===== src/rtl/instr_fetch_buffer.sv =====
// Fetch buffer: issues PC reads to in-order variable-latency memory, queues {pc, instr} for decode.
// Optional IFB_ALIGN_CHECK_EN: misaligned PCs skip memory and enqueue NOP with out_misalign set.
module instr_fetch_buffer #(
  parameter int unsigned      WIDTH = 32,
  parameter int unsigned      DEPTH = 4,
  parameter logic [WIDTH-1:0] NOP   = 32'h0000_0013
) (
  input  logic             clk,
  input  logic             rst,
  input  logic [WIDTH-1:0] in_pc,
  input  logic             in_valid,
  output logic             in_ready,
  input  logic             flush,
  output logic             imem_req,
  output logic [WIDTH-1:0] imem_addr,
  input  logic             imem_gnt,
  input  logic             imem_rvalid,
  input  logic [WIDTH-1:0] imem_rdata,
  output logic             out_valid,
  input  logic             out_ready,
  output logic [WIDTH-1:0] out_pc,
  output logic [WIDTH-1:0] out_instr
`ifdef IFB_ALIGN_CHECK_EN
  ,
  output logic             out_misalign
`endif
);

  localparam int unsigned PtrW = (DEPTH > 1) ? $clog2(DEPTH) : 1;
  localparam int unsigned CntW = $clog2(DEPTH) + 1;
  localparam logic [CntW:0] DepthExt = (CntW + 1)'(DEPTH);

  logic [WIDTH-1:0] fifo_pc_q    [DEPTH];
  logic [WIDTH-1:0] fifo_instr_q [DEPTH];
  logic [WIDTH-1:0] tag_q        [DEPTH];
`ifdef IFB_ALIGN_CHECK_EN
  logic             fifo_mis_q   [DEPTH];
`endif

  logic [PtrW-1:0] out_rd_q, out_rd_d, out_wr_q, out_wr_d;
  logic [PtrW-1:0] tag_rd_q, tag_rd_d, tag_wr_q, tag_wr_d;
  logic [CntW-1:0] count_q, count_d, pending_q, pending_d, drop_q, drop_d;

  logic             credit, pc_misalign, fire, align_accept;
  logic             rsp, rsp_keep, rsp_drop, push, pop;
  logic [WIDTH-1:0] push_pc, push_instr;

  always_comb begin
    credit = ({1'b0, count_q} + {1'b0, pending_q}) < DepthExt;
`ifdef IFB_ALIGN_CHECK_EN
    pc_misalign = in_pc[1:0] != 2'b00;
`else
    pc_misalign = 1'b0;
`endif
    imem_req     = in_valid & credit & ~flush & ~rst & ~pc_misalign;
    imem_addr    = in_pc;
    fire         = imem_req & imem_gnt;
    // Misaligned PCs wait for the memory pipe to empty so output order stays in PC order.
    align_accept = in_valid & pc_misalign & (pending_q == '0) & credit & ~flush & ~rst;
    in_ready     = fire | align_accept;

    rsp      = imem_rvalid & (pending_q != '0);
    rsp_drop = rsp & (drop_q != '0);
    rsp_keep = rsp & (drop_q == '0) & ~flush;
    push     = rsp_keep | align_accept;
    push_pc    = align_accept ? in_pc : tag_q[tag_rd_q];
    push_instr = align_accept ? NOP : imem_rdata;

    out_valid = count_q != '0;
    pop       = out_valid & out_ready & ~flush;
    out_pc    = out_valid ? fifo_pc_q[out_rd_q] : '0;
    out_instr = out_valid ? fifo_instr_q[out_rd_q] : '0;
`ifdef IFB_ALIGN_CHECK_EN
    out_misalign = out_valid & fifo_mis_q[out_rd_q];
`endif
  end

  always_comb begin
    out_rd_d  = out_rd_q;
    out_wr_d  = out_wr_q;
    tag_rd_d  = tag_rd_q;
    tag_wr_d  = tag_wr_q;
    count_d   = count_q;
    drop_d    = drop_q;
    pending_d = pending_q + CntW'(fire) - CntW'(rsp);
    if (flush) begin
      out_rd_d = '0;
      out_wr_d = '0;
      tag_rd_d = '0;
      tag_wr_d = '0;
      count_d  = '0;
      // Every request still outstanding after this cycle belongs to the abandoned stream.
      drop_d   = pending_q - CntW'(rsp);
    end else begin
      if (push)     out_wr_d = out_wr_q + 1'b1;
      if (pop)      out_rd_d = out_rd_q + 1'b1;
      if (fire)     tag_wr_d = tag_wr_q + 1'b1;
      if (rsp_keep) tag_rd_d = tag_rd_q + 1'b1;
      if (rsp_drop) drop_d   = drop_q - CntW'(1);
      count_d = count_q + CntW'(push) - CntW'(pop);
    end
  end

  always_ff @(posedge clk) begin
    if (rst) begin
      out_rd_q  <= '0;
      out_wr_q  <= '0;
      tag_rd_q  <= '0;
      tag_wr_q  <= '0;
      count_q   <= '0;
      pending_q <= '0;
      drop_q    <= '0;
    end else begin
      out_rd_q  <= out_rd_d;
      out_wr_q  <= out_wr_d;
      tag_rd_q  <= tag_rd_d;
      tag_wr_q  <= tag_wr_d;
      count_q   <= count_d;
      pending_q <= pending_d;
      drop_q    <= drop_d;
    end
  end

  always_ff @(posedge clk) begin
    if (fire) begin
      tag_q[tag_wr_q] <= in_pc;
    end
    if (push) begin
      fifo_pc_q[out_wr_q]    <= push_pc;
      fifo_instr_q[out_wr_q] <= push_instr;
`ifdef IFB_ALIGN_CHECK_EN
      fifo_mis_q[out_wr_q]   <= align_accept;
`endif
    end
  end

endmodule


===== config.mk =====
export PLATFORM = sky130hd
export DESIGN_NAME = instr_fetch_buffer
export DESIGN_NICKNAME = d
export VERILOG_FILES = /design/src/rtl/instr_fetch_buffer.sv
export SDC_FILE = /design/constraint.sdc
export NUM_CORES = 1
export LEC_CHECK = 0
export CAP_MARGIN = 20
export CELL_PAD_IN_SITES_DETAIL_PLACEMENT = 0
export CELL_PAD_IN_SITES_GLOBAL_PLACEMENT = 1
export CORE_ASPECT_RATIO = 0.5
export CORE_UTILIZATION = 43
export CTS_BUF_LIST = sky130_fd_sc_hd__clkbuf_4 sky130_fd_sc_hd__clkbuf_8 sky130_fd_sc_hd__clkbuf_16
export DETAILED_ROUTE_END_ITERATION = 12
export GPL_TIMING_DRIVEN = 0
export PLACE_DENSITY_LB_ADDON = 0.1
export SLEW_MARGIN = 20
export SYNTH_ARGS = -nofsm -noshare
export SYNTH_HDL_FRONTEND = slang
export SYNTH_SLANG_ARGS = --single-unit

===== constraint.sdc =====
create_clock -name clk -period 4.02 [get_ports clk]
set_clock_uncertainty 0.2 [all_clocks]
set_input_delay 0.603 -clock clk [delete_from_list [all_inputs] [get_ports clk]]
set_output_delay 0.603 -clock clk [all_outputs]
set_load 0.01 [all_outputs]

==> results of run 1 <==
==> synthesized netlist by cell type, drive strengths merged (2+ instances only) <==
master	instances
nand4	2
nor2	10
xor2	2
nor2b	2
buf	50
clkbuf	14
mux4	96
nor3b	3
nand3	4
inv	18
o31ai	5
xnor2	5
fa	2
o311ai	2
and2	70
or4	2
edfxtp	384
a21oi	8
o21ai	4
ha	18
and3	5
dfxtp	21
==> cell type report <==
cell class                 instances  area, um2  area share (%)
tap                              484        606            3.11
buffer                            63        419            2.15
sequential                       405      12000            61.3
timing repair buffer             176       1860            9.53
clock inverter                    20        203            1.04
clock buffer                      46       1030            5.31
inverter                          18       67.6           0.347
multi-input combinational        254       3350            17.2
==> per-stage QoR <==
| stage | instance area (um2) | setup WS (ps) | hold WS, ps | total power, mW | util (%) |
|---|---|---|---|---|---|
| finish | 19500 | 437 | 262 | 9.27 | 54.1 |
| global route | 19500 | 173 | 282 | 9.62 | 54.1 |
| CTS | 19500 | 83.3 | 271 | 9.39 | 54.2 |
| detailed placement | 18200 | 560 | 276 | 5.79 | 50.7 |
| global placement | 18000 | -1370 | 276 | 5.77 | 50.2 |
| floorplan | 15800 | 723 | 253 | 5.40 | - |
==> final timing paths <==
path	startpoint	to	slack (ps)	cells past startpoint
setup / recovery	register	out_pc[18]	440	5
hold / removal	rst	pending_q[2]$_SDFF_PP0_	260	2
setup reg to reg	pending_q[2]$_SDFF_PP0_	tag_q[3][26]$_DFFE_PP_	1210	5
hold reg to reg	tag_rd_q[1]$_SDFFE_PP0N_	tag_rd_q[1]$_SDFFE_PP0N_	300	2
==> flip-flops by register name, summed over array words and instances (netlist names), 3 cells and up, named ones only <==
| signal | cells |
|---|---|
| count_q | 3 |
| drop_q | 3 |
| fifo_instr_q | 128 |
| pending_q | 3 |
| fifo_pc_q | 128 |
| tag_q | 128 |
==> where the power goes <==
group          switching [mW]  internal [mW]  total (mW)
sequential             0.0482           4.76        4.81
combinational           0.422          0.441       0.863
clock                    1.50           2.09        3.59
total                    1.97           7.29        9.27
==> logic make-up after synthesis <==
logic type | after synthesis | synth area share [%]
DFF | 405 | 75.8
and+or+nand+nor | 106 | 4.21
muxes | 97 | 13.8
buffers and inverters | 82 | 3.10
AOI/OAI and AO/OA | 24 | 1.02
adders and majority gates | 20 | 1.68
xor gates and xnor gates | 7 | 0.389
==> worst register-to-register path: stages (launching register included) <==
cell and delay, ps:
sky130_fd_sc_hd__dfxtp_1 440, sky130_fd_sc_hd__ha_1 280, sky130_fd_sc_hd__nor4b_1 430, sky130_fd_sc_hd__and3_1 350, sky130_fd_sc_hd__and2_2 550, sky130_fd_sc_hd__buf_16 250
==> routing by layer <==
layer / global-route usage [%] / vias to the layer above
met1: 21.6 / 3856
li1: - / 3380
met5: 0 / -
met3: 3.12 / 41
met2: 28.9 / 133
met4: 3.75 / 0
==> impl.org, run 1 <==
** STA
- The count of endpoints failing hold in the final timing report is 0.
- Number of failing setup endpoints in the final timing report :: 0
- Clock period minus worst slack :: between 3000 and 4000 ps
- Static timing analysis puts the maximum clock frequency at 0.279 GHz.
- Setup repair after global routing left no endpoint under its margin.
- TNS Setup :: 0 ps
- Worst slew margin relative to its limit :: about half
- Tightest Pin Transition :: between 700 and 800 ps
- Final Max Tran Viols :: 0
- Final cycle utilization of the critical path :: between 80% and 90%

** Synthesis
- Largest cells by area after synthesis :: sky130_fd_sc_hd__edfxtp_1 73%, sky130_fd_sc_hd__mux4_2 14%, sky130_fd_sc_hd__and2_1 2.8%
- Synth Register Bits :: between 400 and 500
- During synthesis, Yosys emitted a total of 0 warnings.
- Average cell area after synthesis :: 21.3 um2
- Of the synthesized area, sequential elements account for about three quarters.
- Area share of the largest cell type after synthesis :: 73.2%
- Post-Syn Instances :: between 700 and 800
- In the synthesized netlist the async set-or-reset flop fraction comes to 0%.
- Primary FF master, synth :: sky130_fd_sc_hd__edfxtp_1
- Synthesis produced a netlist with a net count of around 830.
- Count of flip-flops with a built-in enable after synthesis :: roughly 380
- The synthesized netlist occupies a cell area of around 16,000 um2.
- Largest area contributor in the synthesized netlist :: sky130_fd_sc_hd__edfxtp_1
- Unique masters post-synth :: between 40 and 50

** Detailed routing
- Count of vias placed by the detailed router :: roughly 7.4k
- Detailed-routed wire length on met2 :: approximately 15 mm
- Starting DRT DRC Count :: ~450
- Vias per Instance :: approximately 5.1
- Mean routed wirelength per cell :: around 21 um
- The final layout contains routed wiring with a total length of roughly 30 mm.
- The highest metal layer carrying signal wires in the routed design is met4.
- ANT nets after route :: 0
- Length of the first detailed-routing pass in iterations :: 4
- After detailed routing, the number of remaining DRC violations is 0.
- Metal1 wirelength :: 13.1 mm
- Met3 WL post-DR :: around 1.2 mm

** Floorplanning
- The die covers 37,500 um2.
- FP Rows :: about 50
- Standard cell core area :: 36,000 um2
- For this configuration, the core starts out at a cell density of approximately 44%.
- In this run the vertical extent of the chip is around 140 um.
- For this design the top-level I/O count stands at 170.
- The floorplan step set the die width to around 270 um.

** Final layout
- Total of fill cells in the finished design :: about 2.8k
- Cells with a size suffix above 1 make up between 20 and 25% of the layout.
- Post-layout nets :: 1,046
- The number of antenna diodes in the final layout is 0.
- The library cells used most frequently in the layout, excluding fill and tap cells, are 384 x sky130_fd_sc_hd__edfxtp_1, 168 x sky130_fd_sc_hd__clkdlybuf4s50_1, 96 x sky130_fd_sc_hd__mux4_2.
- Synthesis-to-finish area growth :: 23.6%
- Number of cells in the finished layout apart from fillers :: 1,466
- Most common library cell in the layout ignoring fill and taps :: sky130_fd_sc_hd__edfxtp_1

** Critical path
- Critical-path maximum fanout :: 10
- Crit-path slowest cell :: sky130_fd_sc_hd__clkbuf_1
- Cell-by-cell listing of the critical path :: buf_2, clkbuf_1, mux4_2, and2_1, clkdlybuf4s50_1
- The worst setup path is of the reg2out kind.
- The cell family contributing the most delay on the critical path is buffers and inverters.
- The worst setup path is captured at a primary output.
- Sum of buffers and inverters on the critical path :: 3
- Kind of start point of the critical path :: register
- For the worst setup path, the data arrival time is about 2800 ps.
- In this design, the stage delay of the slowest critical-path cell is around 550 ps.
- For the worst setup path, the data required time is approximately 3200 ps.

** Placed design
- After detailed placement, the design holds a cell count of roughly 1.4k.
- Detailed placement finished with a half-perimeter wire length of about 18 mm.
- In this run the tool buffered the top-level ports with between 150 and 200 buffer cells.
- Final GP Congestion :: 0.715

** Clocking
- No sink is reached through more buffers than the 3 on the longest clock path.
- Maximum level of the CTS H-tree :: 2
- Number of buffers inserted for hold repair after clock tree synthesis :: 0
- Post-CTS timing repair inserted 0 buffers for setup.
- Number of gates given a new drive strength after cts :: 2
- Clock network latency to the later pin of the worst-skew pair :: ~520 ps
- The clock net in this run drives a total of between 400 and 500 sinks.
- Clock tree synthesis selected as its root buffer the cell sky130_fd_sc_hd__clkbuf_16.
- TritonCTS clock tree :: done
- Counting the buffers created by CTS gives 37.
- Clock Pin Slew Worst Setup and Hold Paths :: around 70 ps

** Pwr
- Leakage power figure :: about 6.2 nW
- Worst ir drop on vdd :: around 0.23 mV
- Power spread over the standard cell area amounts to 476 nW/um2.

** Global routing
- Overflow left after global routing :: 0
- For this run, the total global-route usage over all layers was measured as 16.5%.
- Number of antenna violations at the first check in global routing :: 0
- Wire length of the first global-routing pass :: 45.3 mm
- Entering global routing, the biggest net connects 40 pins.
- The number of global-route vias before repair was just under 8k.

** Run
- Number of maximum-capacitance constraint violations :: 0

** Worst hold path
- Type of the worst min-delay path :: in2reg

** Outcome
- The run finished with clean final reports.
Note: power is estimated with default switching activity, not from simulation.
==> inputs of run 2 (changes only) <==
--- a/config.mk
+++ b/config.mk
@@ -12,8 +12,10 @@
 export CORE_UTILIZATION = 43
 export CTS_BUF_LIST = sky130_fd_sc_hd__clkbuf_4 sky130_fd_sc_hd__clkbuf_8 sky130_fd_sc_hd__clkbuf_16
 export DETAILED_ROUTE_END_ITERATION = 12
+export DONT_BUFFER_PORTS = 1
 export GPL_TIMING_DRIVEN = 0
 export PLACE_DENSITY_LB_ADDON = 0.1
+export REMOVE_ABC_BUFFERS = 1
 export SLEW_MARGIN = 20
 export SYNTH_ARGS = -nofsm -noshare
 export SYNTH_HDL_FRONTEND = slang
==> run 2 against run 1 <==
  * Design area shrank 6.6%
  * Combinational power shrank 19%
  * Clock power shrank 4%
  * Largest cell class unchanged
  * Highest routed layer unchanged
==> impl.org, run 2 (synthesized netlist as in run 1, its figures left out) <==
** Floorplanning
- Row generation in the floorplan step produced 49 rows.
- Starting density of the core :: between 40 and 50%
- Count of boundary I/O pins :: 170
- Standard cell core area :: approximately 36,000 um2
- Chip Height :: approximately 140 um
- The die covers approximately 37,000 um2.
- Measured along the x axis, the die boundary spans between 200 and 300 um.

** Final layout
- Relative to the synthesized area, the layout overhead comes to 15.4%.
- Share of the core filled with cells :: 50.6%
- N_diodes :: 0
- Post-layout nets :: 888
- Most common library cell in the layout ignoring fill and taps :: sky130_fd_sc_hd__edfxtp_1
- In the final layout, flip-flops and latches occupy approximately 12,000 um2.
- The post-route netlist has 23.2% of its cells at a drive strength greater than 1.
- After filler insertion, the fill cell instance count of the layout stands at around 2.9k.
- In the layout the commonest cells are 384 x sky130_fd_sc_hd__edfxtp_1, 96 x sky130_fd_sc_hd__mux4_2, 66 x sky130_fd_sc_hd__and2_1, 66 x sky130_fd_sc_hd__dlygate4sd3_1, 37 x sky130_fd_sc_hd__clkbuf_16.
- The finished cells cover around 18,000 um2.
- The multi-input combinational cells in the finished layout cover a total of between 3000 and 4000 um2.
- The largest registers in the layout are fifo_instr_q (128), fifo_pc_q (128), tag_q (128).

** Detailed routing
- For this block, the initial DRC count from the detailed router was 290.
- In the routed design, unresolved DRC markers number 0.
- The pre-antenna-repair detailed-routing pass consisted of 4 iterations.
- Count of vias placed by the detailed router :: 6,896
- ANT nets after route :: 0
- After detailed routing, the average wire length per cell comes to between 20 and 25 um.
- Vias per Instance :: 5.28
- Detailed Route WL :: 29.4 mm

** Clocking
- Clock Pin Slew Worst Setup and Hold Paths :: approximately 70 ps
- Post-CTS repair timing setup buffer count :: 0
- The tree is rooted in a sky130_fd_sc_hd__clkbuf_16.
- Clock sink count :: about 400
- Maximum level of the CTS H-tree :: 2
- Number of buffers inserted for hold repair after clock tree synthesis :: 66
- Number of gates given a new drive strength after cts :: 0
- Number of buffers on the longest clock path :: 3
- TritonCTS clock tree :: done
- Number of buffers created by CTS :: 37
- At the later pin of the worst-skew pair, clock insertion delay measures around 520 ps.

** STA
- Unrepaired setup endpoints after global routing :: false
- Final cycle utilization of the critical path :: between 80 and 90%
- The count of endpoints failing hold in the final timing report was 0.
- At the pin with the least slew margin, the transition time is between 700 and 800 ps.
- F_max :: 0.301 GHz
- Setup violations remaining at the end of the flow were counted as 0.
- Final Max Tran Viols :: 0
- Worst slew margin relative to its limit :: between 50% and 60%
- After layout, the minimum clock period comes to ~3300 ps.

** Global routing
- The initial antenna violation count is 0.
- Global routing used 16.0% of the available tracks.
- Pin count of the biggest net entering global routing :: 43
- Global routing finished with a remaining overflow of 0.
- The first global-routing pass estimated ~44 mm of wire.
- Number of global-route vias before repair :: approximately 7.3k

** Run
- Number of maximum-capacitance constraint violations :: 0

** Worst hold path
- The startpoint identified for the worst hold timing path is rst.
- The worst hold path belongs to the class in2reg.
- Min-Delay Endpoint :: drop_q[0]$_SDFFE_PP0P_
- Along the worst hold path, the cell count comes to 2.

** Critical path
- The worst register-to-register path begins at pending_q[2]$_SDFF_PP0_.
- Critical path type :: reg2out
- Path depth of the worst reg2reg path :: 9
- Data arrival time of the worst path :: 2520 ps
- Kind of start point of the critical path :: register
- R2R Path End :: pending_q[2]$_SDFF_PP0_
- STA classifies the critical path endpoint as a primary output.
- Critical-path maximum fanout :: 23
- Across all register-to-register paths, the minimum setup slack is 940 ps.
- Data required time of the worst path :: between 3000 and 4000 ps

** Pwr
- In this run the static leakage power is roughly 5.7 nW.
- Power spread over the standard cell area amounts to approximately 490 nW/um2.
- Worst ir drop on vdd :: roughly 0.24 mV
- Total power consumption of the routed design :: 8.97 mW

** Placed design
- The placed instances occupy a cell area of around 16,000 um2.
- Input and output buffers added on the ports amount to 0.
- Dpl hpwl :: about 17 mm
- Routability-driven placement finished with a final weighted congestion of 0.698.

** Outcome
- Result of the run :: complete, no violations
run 2: cell types whose count changed in the layout (fill, tap and decap cells not counted), moves of 3 or more:
cell | before | now
sky130_fd_sc_hd__buf_6 | 6 | 0
sky130_fd_sc_hd__buf_2 | 9 | 0
sky130_fd_sc_hd__dfxtp_4 | 0 | 3
sky130_fd_sc_hd__dfxtp_1 | 21 | 17
sky130_fd_sc_hd__clkdlybuf4s50_1 | 168 | 0
sky130_fd_sc_hd__buf_4 | 33 | 0
sky130_fd_sc_hd__clkinv_1 | 7 | 4
sky130_fd_sc_hd__clkbuf_1 | 11 | 0
sky130_fd_sc_hd__dlygate4sd3_1 | 0 | 66
sky130_fd_sc_hd__buf_16 | 2 | 7
run 2: how the worst max path moves through the flow:
stage	start	endpoint	slack (ps)	depth (start not counted)
5_1_grt	register	out_instr[26]	520	5
6_report	register	out_instr[26]	690	5
3_3_place_gp	register	out_pc[21]	-2030	2
4_1_cts	pending_q[2]$_SDFF_PP0_	pending_q[2]$_SDFF_PP0_	490	9
2_1_floorplan	register	out_instr[0]	-350	2
3_5_place_dp	pending_q[2]$_SDFF_PP0_	pending_q[2]$_SDFF_PP0_	510	9
run 2: metal layers:
metal | GRT usage, % | vias up | part of all wire, %
met5 | 0 | - | 0
met4 | 4.56 | 0 | 1.7
met3 | 3.49 | 39 | 4.4
met2 | 28.4 | 112 | 53
met1 | 19.9 | 3684 | 41
li1 | - | 3061 | -
run 2: final cells by class:
class | count | area share (%)
Timing Repair Buffer | 81 | 5.57
Sequential cell | 405 | 65.7
Tap cell | 484 | 3.33
Inverter | 18 | 0.371
Multi-Input combinational cell | 254 | 18.4
Clock buffer | 45 | 5.52
Clock inverter | 19 | 1.01
run 2: worst max-delay path, stage by stage (launching register included):
cell                      delay [ps]
sky130_fd_sc_hd__dfxtp_4         480
sky130_fd_sc_hd__buf_12          270
sky130_fd_sc_hd__buf_12          250
sky130_fd_sc_hd__buf_12          220
sky130_fd_sc_hd__mux4_2          520
sky130_fd_sc_hd__and2_1          230
run 2: where the power goes:
group,switching (mW),internal [mW],total [mW]
Combinational,0.379,0.316,0.695
Clock,1.48,1.98,3.46
Sequential,0.0534,4.76,4.81
Total,1.92,7.06,8.97
run 2: through the flow:
step | setup slack (ps) | instances | hold slack, ps | TNS, ps
floorplan | -347 | 677 | 253 | -22220
global placement | -2030 | 1161 | 270 | -365260
detailed placement | 509 | 1176 | 270 | 0
CTS | 495 | 1306 | 5.30 | 0
global route | 524 | 1306 | 29.5 | 0
finish | 693 | 1306 | 34.9 | 0
==> inputs of run 3 (changes only) <==
==> constraint.sdc (replaced) <==
create_clock -name clk -period 3.4 [get_ports clk]
set_clock_uncertainty 0.2 [all_clocks]
set_input_delay 0.51 -clock clk [delete_from_list [all_inputs] [get_ports clk]]
set_output_delay 0.51 -clock clk [all_outputs]
set_load 0.01 [all_outputs]
==> run 3 against run 2 <==
  * Sequential share of layout area down 0.063 points
  * Core utilization hardly changed
  * Die area is the same
  * Flip-flop and latch count unchanged
  * Design area is essentially flat
  * Non-clock buffer count grew 1
  * Sequential power increased by 18%
  * Clock-buffer cell count unchanged
  * Global-route usage is 0.060 points higher
  * Clock power is 18% higher
==> impl.org, run 3 (synthesized netlist as in run 1, its figures left out) <==
** Global routing
- The number of global-route vias before repair was about 7.3k.
- The total overflow left after global routing is 0.
- Entering global routing, the biggest net connects 43 pins.
- Global routing consumed, over all layers together, approximately 16% of the routing resources.
- Number of antenna violations at the first check in global routing :: 0
- The first global-routing pass estimated approximately 44 mm of wire.

** Final layout
- Share of the core filled with cells :: ~50%
- Biggest regs :: fifo_instr_q (128), fifo_pc_q (128), tag_q (128)
- The repair_antennas step left the layout with diodes totalling 0.
- The library cell used most frequently in the layout, excluding fill and tap cells, is sky130_fd_sc_hd__edfxtp_1.
- Fraction of layout cells with a size suffix above 1 :: a little under a quarter
- FF/Latch Area :: roughly 12,000 um2
- The area growth from synthesis to layout is 15.6%.
- Fill cells in the final layout number between 2k and 3k.
- Leaving out fill and tap cells, the most frequent cells in the layout are 384 x sky130_fd_sc_hd__edfxtp_1, 96 x sky130_fd_sc_hd__mux4_2, 67 x sky130_fd_sc_hd__dlygate4sd3_1.
- Post-layout nets :: 889
- Area of the multi-input gates :: about 3400 um2

** Clocking
- Number of buffers created by CTS :: 37
- The H-tree generated during clock tree synthesis spans 2 levels.
- The clock passes through at most 3 buffers.
- After clock tree synthesis, the clock-pin slew on the worst setup and hold paths is ~70 ps.
- Clock network latency to the later pin of the worst-skew pair :: between 500 and 600 ps
- The cell sitting at the root of the clock tree is a sky130_fd_sc_hd__clkbuf_16.
- Clock sink count :: a little over 400
- TritonCTS built the clock tree.
- In this run the post-CTS setup repair buffer count came out at 0.

** Detailed routing
- Summing over every cut layer, the via total after detailed routing is 6,905.
- Detailed Route WL :: ~29 mm
- After detailed routing, the number of vias per cell comes to approximately 5.3.
- Mean routed wirelength per cell :: around 23 um
- Starting DRT DRC Count :: approximately 290
- Length of the first detailed-routing pass in iterations :: 4
- Post-route DRC violation count :: 0
- ANT nets after route :: 0

** Floorplanning
- Starting density of the core :: 43.8%
- Die X-Extent :: between 200 and 300 um
- The region available for standard cell placement spans 36,000 um2.
- FP Rows :: 49
- Count of boundary I/O pins :: 170
- Chip Height :: 137 um
- Die area :: about 37,000 um2

** Critical path
- Data required time of the worst path :: 2690 ps
- Kind of start point of the critical path :: register
- The worst setup path is captured at a primary output.
- Critical-path maximum fanout :: 23
- Critical path type :: reg2out
- Data arrival time of the worst path :: about 2500 ps

** Placed design
- At the end of routability-driven placement, the weighted congestion stood at 0.698.
- The count of buffers added on input and output ports is 0.
- After legalization and detailed placement, the total HPWL measured ~17 mm.

** STA
- For this run, the top clock speed supported by timing is 0.309 GHz.
- The worst pin sits at a relative slew slack of between 50% and 60%.
- Tightest Pin Transition :: a little over 700 ps
- After layout, the minimum clock period comes to roughly 3200 ps.
- The count of endpoints failing hold in the final timing report came to 0.
- Setup violations remaining at the end of the flow were counted as 0.
- Unrepaired setup endpoints after global routing :: false
- Final Max Tran Viols :: 0
- The worst path uses between 90% and 100% of the clock period.

** Outcome
- Result of the run :: complete, no violations

** Worst hold path
- Type of the worst min-delay path :: in2reg

** Pwr
- Power per cell area :: around 600 nW/um2
- In this run the static leakage power is roughly 5.7 nW.
- Worst ir drop on vdd :: between 0.2 and 0.3 mV
- Power comes to 10.6 mW.

** Run
- Number of maximum-capacitance constraint violations :: 0
==> run 3: per-stage QoR <==
stage / hold slack (ps) / instance area, um2 / setup TNS, ps / std cells / worst slack (ps)
after floorplan: 253 / 15300 / -55950 / 677 / -874
after global placement: 270 / 15900 / -595910 / 1161 / -2560
after detailed placement: 270 / 16300 / -111 / 1176 / -111
after CTS: 2.37 / 18200 / 0 / 1307 / 66.3
after global routing: 36.0 / 18200 / 0 / 1307 / 4.72
final: 33.8 / 18200 / 0 / 1307 / 168
==> run 3: per-layer routing <==
metal | part of all wire, % | track usage, %
met1 | 41 | 19.9
met2 | 53 | 28.6
met3 | 4.4 | 3.56
met4 | 1.9 | 4.56
met5 | 0 | 0
==> run 3: repair_timing <==
action | in CTS | in global routing
endpoints found under the hold margin | 265 | 0
endpoints found under the setup margin | 1 | 1
gates resized for setup | 1 | 1
hold buffers | 67 | 0
==> run 3: cell type report <==
type,instances,area share (%)
Multi-Input combinational cell,254,18.4
Clock buffer,45,5.52
Sequential cell,405,65.7
Timing Repair Buffer,82,5.66
Inverter,18,0.371
Clock inverter,19,1.01
Tap cell,484,3.32
==> run 3: critical path: stages, from the launching register on <==
cell,delay (ps)
sky130_fd_sc_hd__dfxtp_4,490
sky130_fd_sc_hd__buf_16,260
sky130_fd_sc_hd__buf_12,250
sky130_fd_sc_hd__buf_12,220
sky130_fd_sc_hd__mux4_2,520
sky130_fd_sc_hd__and2_1,230
==> run 3: final timing paths <==
kind,start,to,slack (ps),cells past startpoint
setup / recovery,register,out_instr[26],170,5
hold reg to reg,tag_rd_q[1]$_SDFFE_PP0N_,register,290,2
setup reg to reg,pending_q[2]$_SDFF_PP0_,pending_q[2]$_SDFF_PP0_,320,9
hold / removal,rst,drop_q[2]$_SDFFE_PP0P_,30,2
==> run 3: report_power, final <==
group,internal [mW],switching (mW),total [mW]
Clock,2.34,1.76,4.10
Combinational,0.374,0.450,0.824
Sequential,5.63,0.0637,5.69
Total,8.34,2.27,10.6
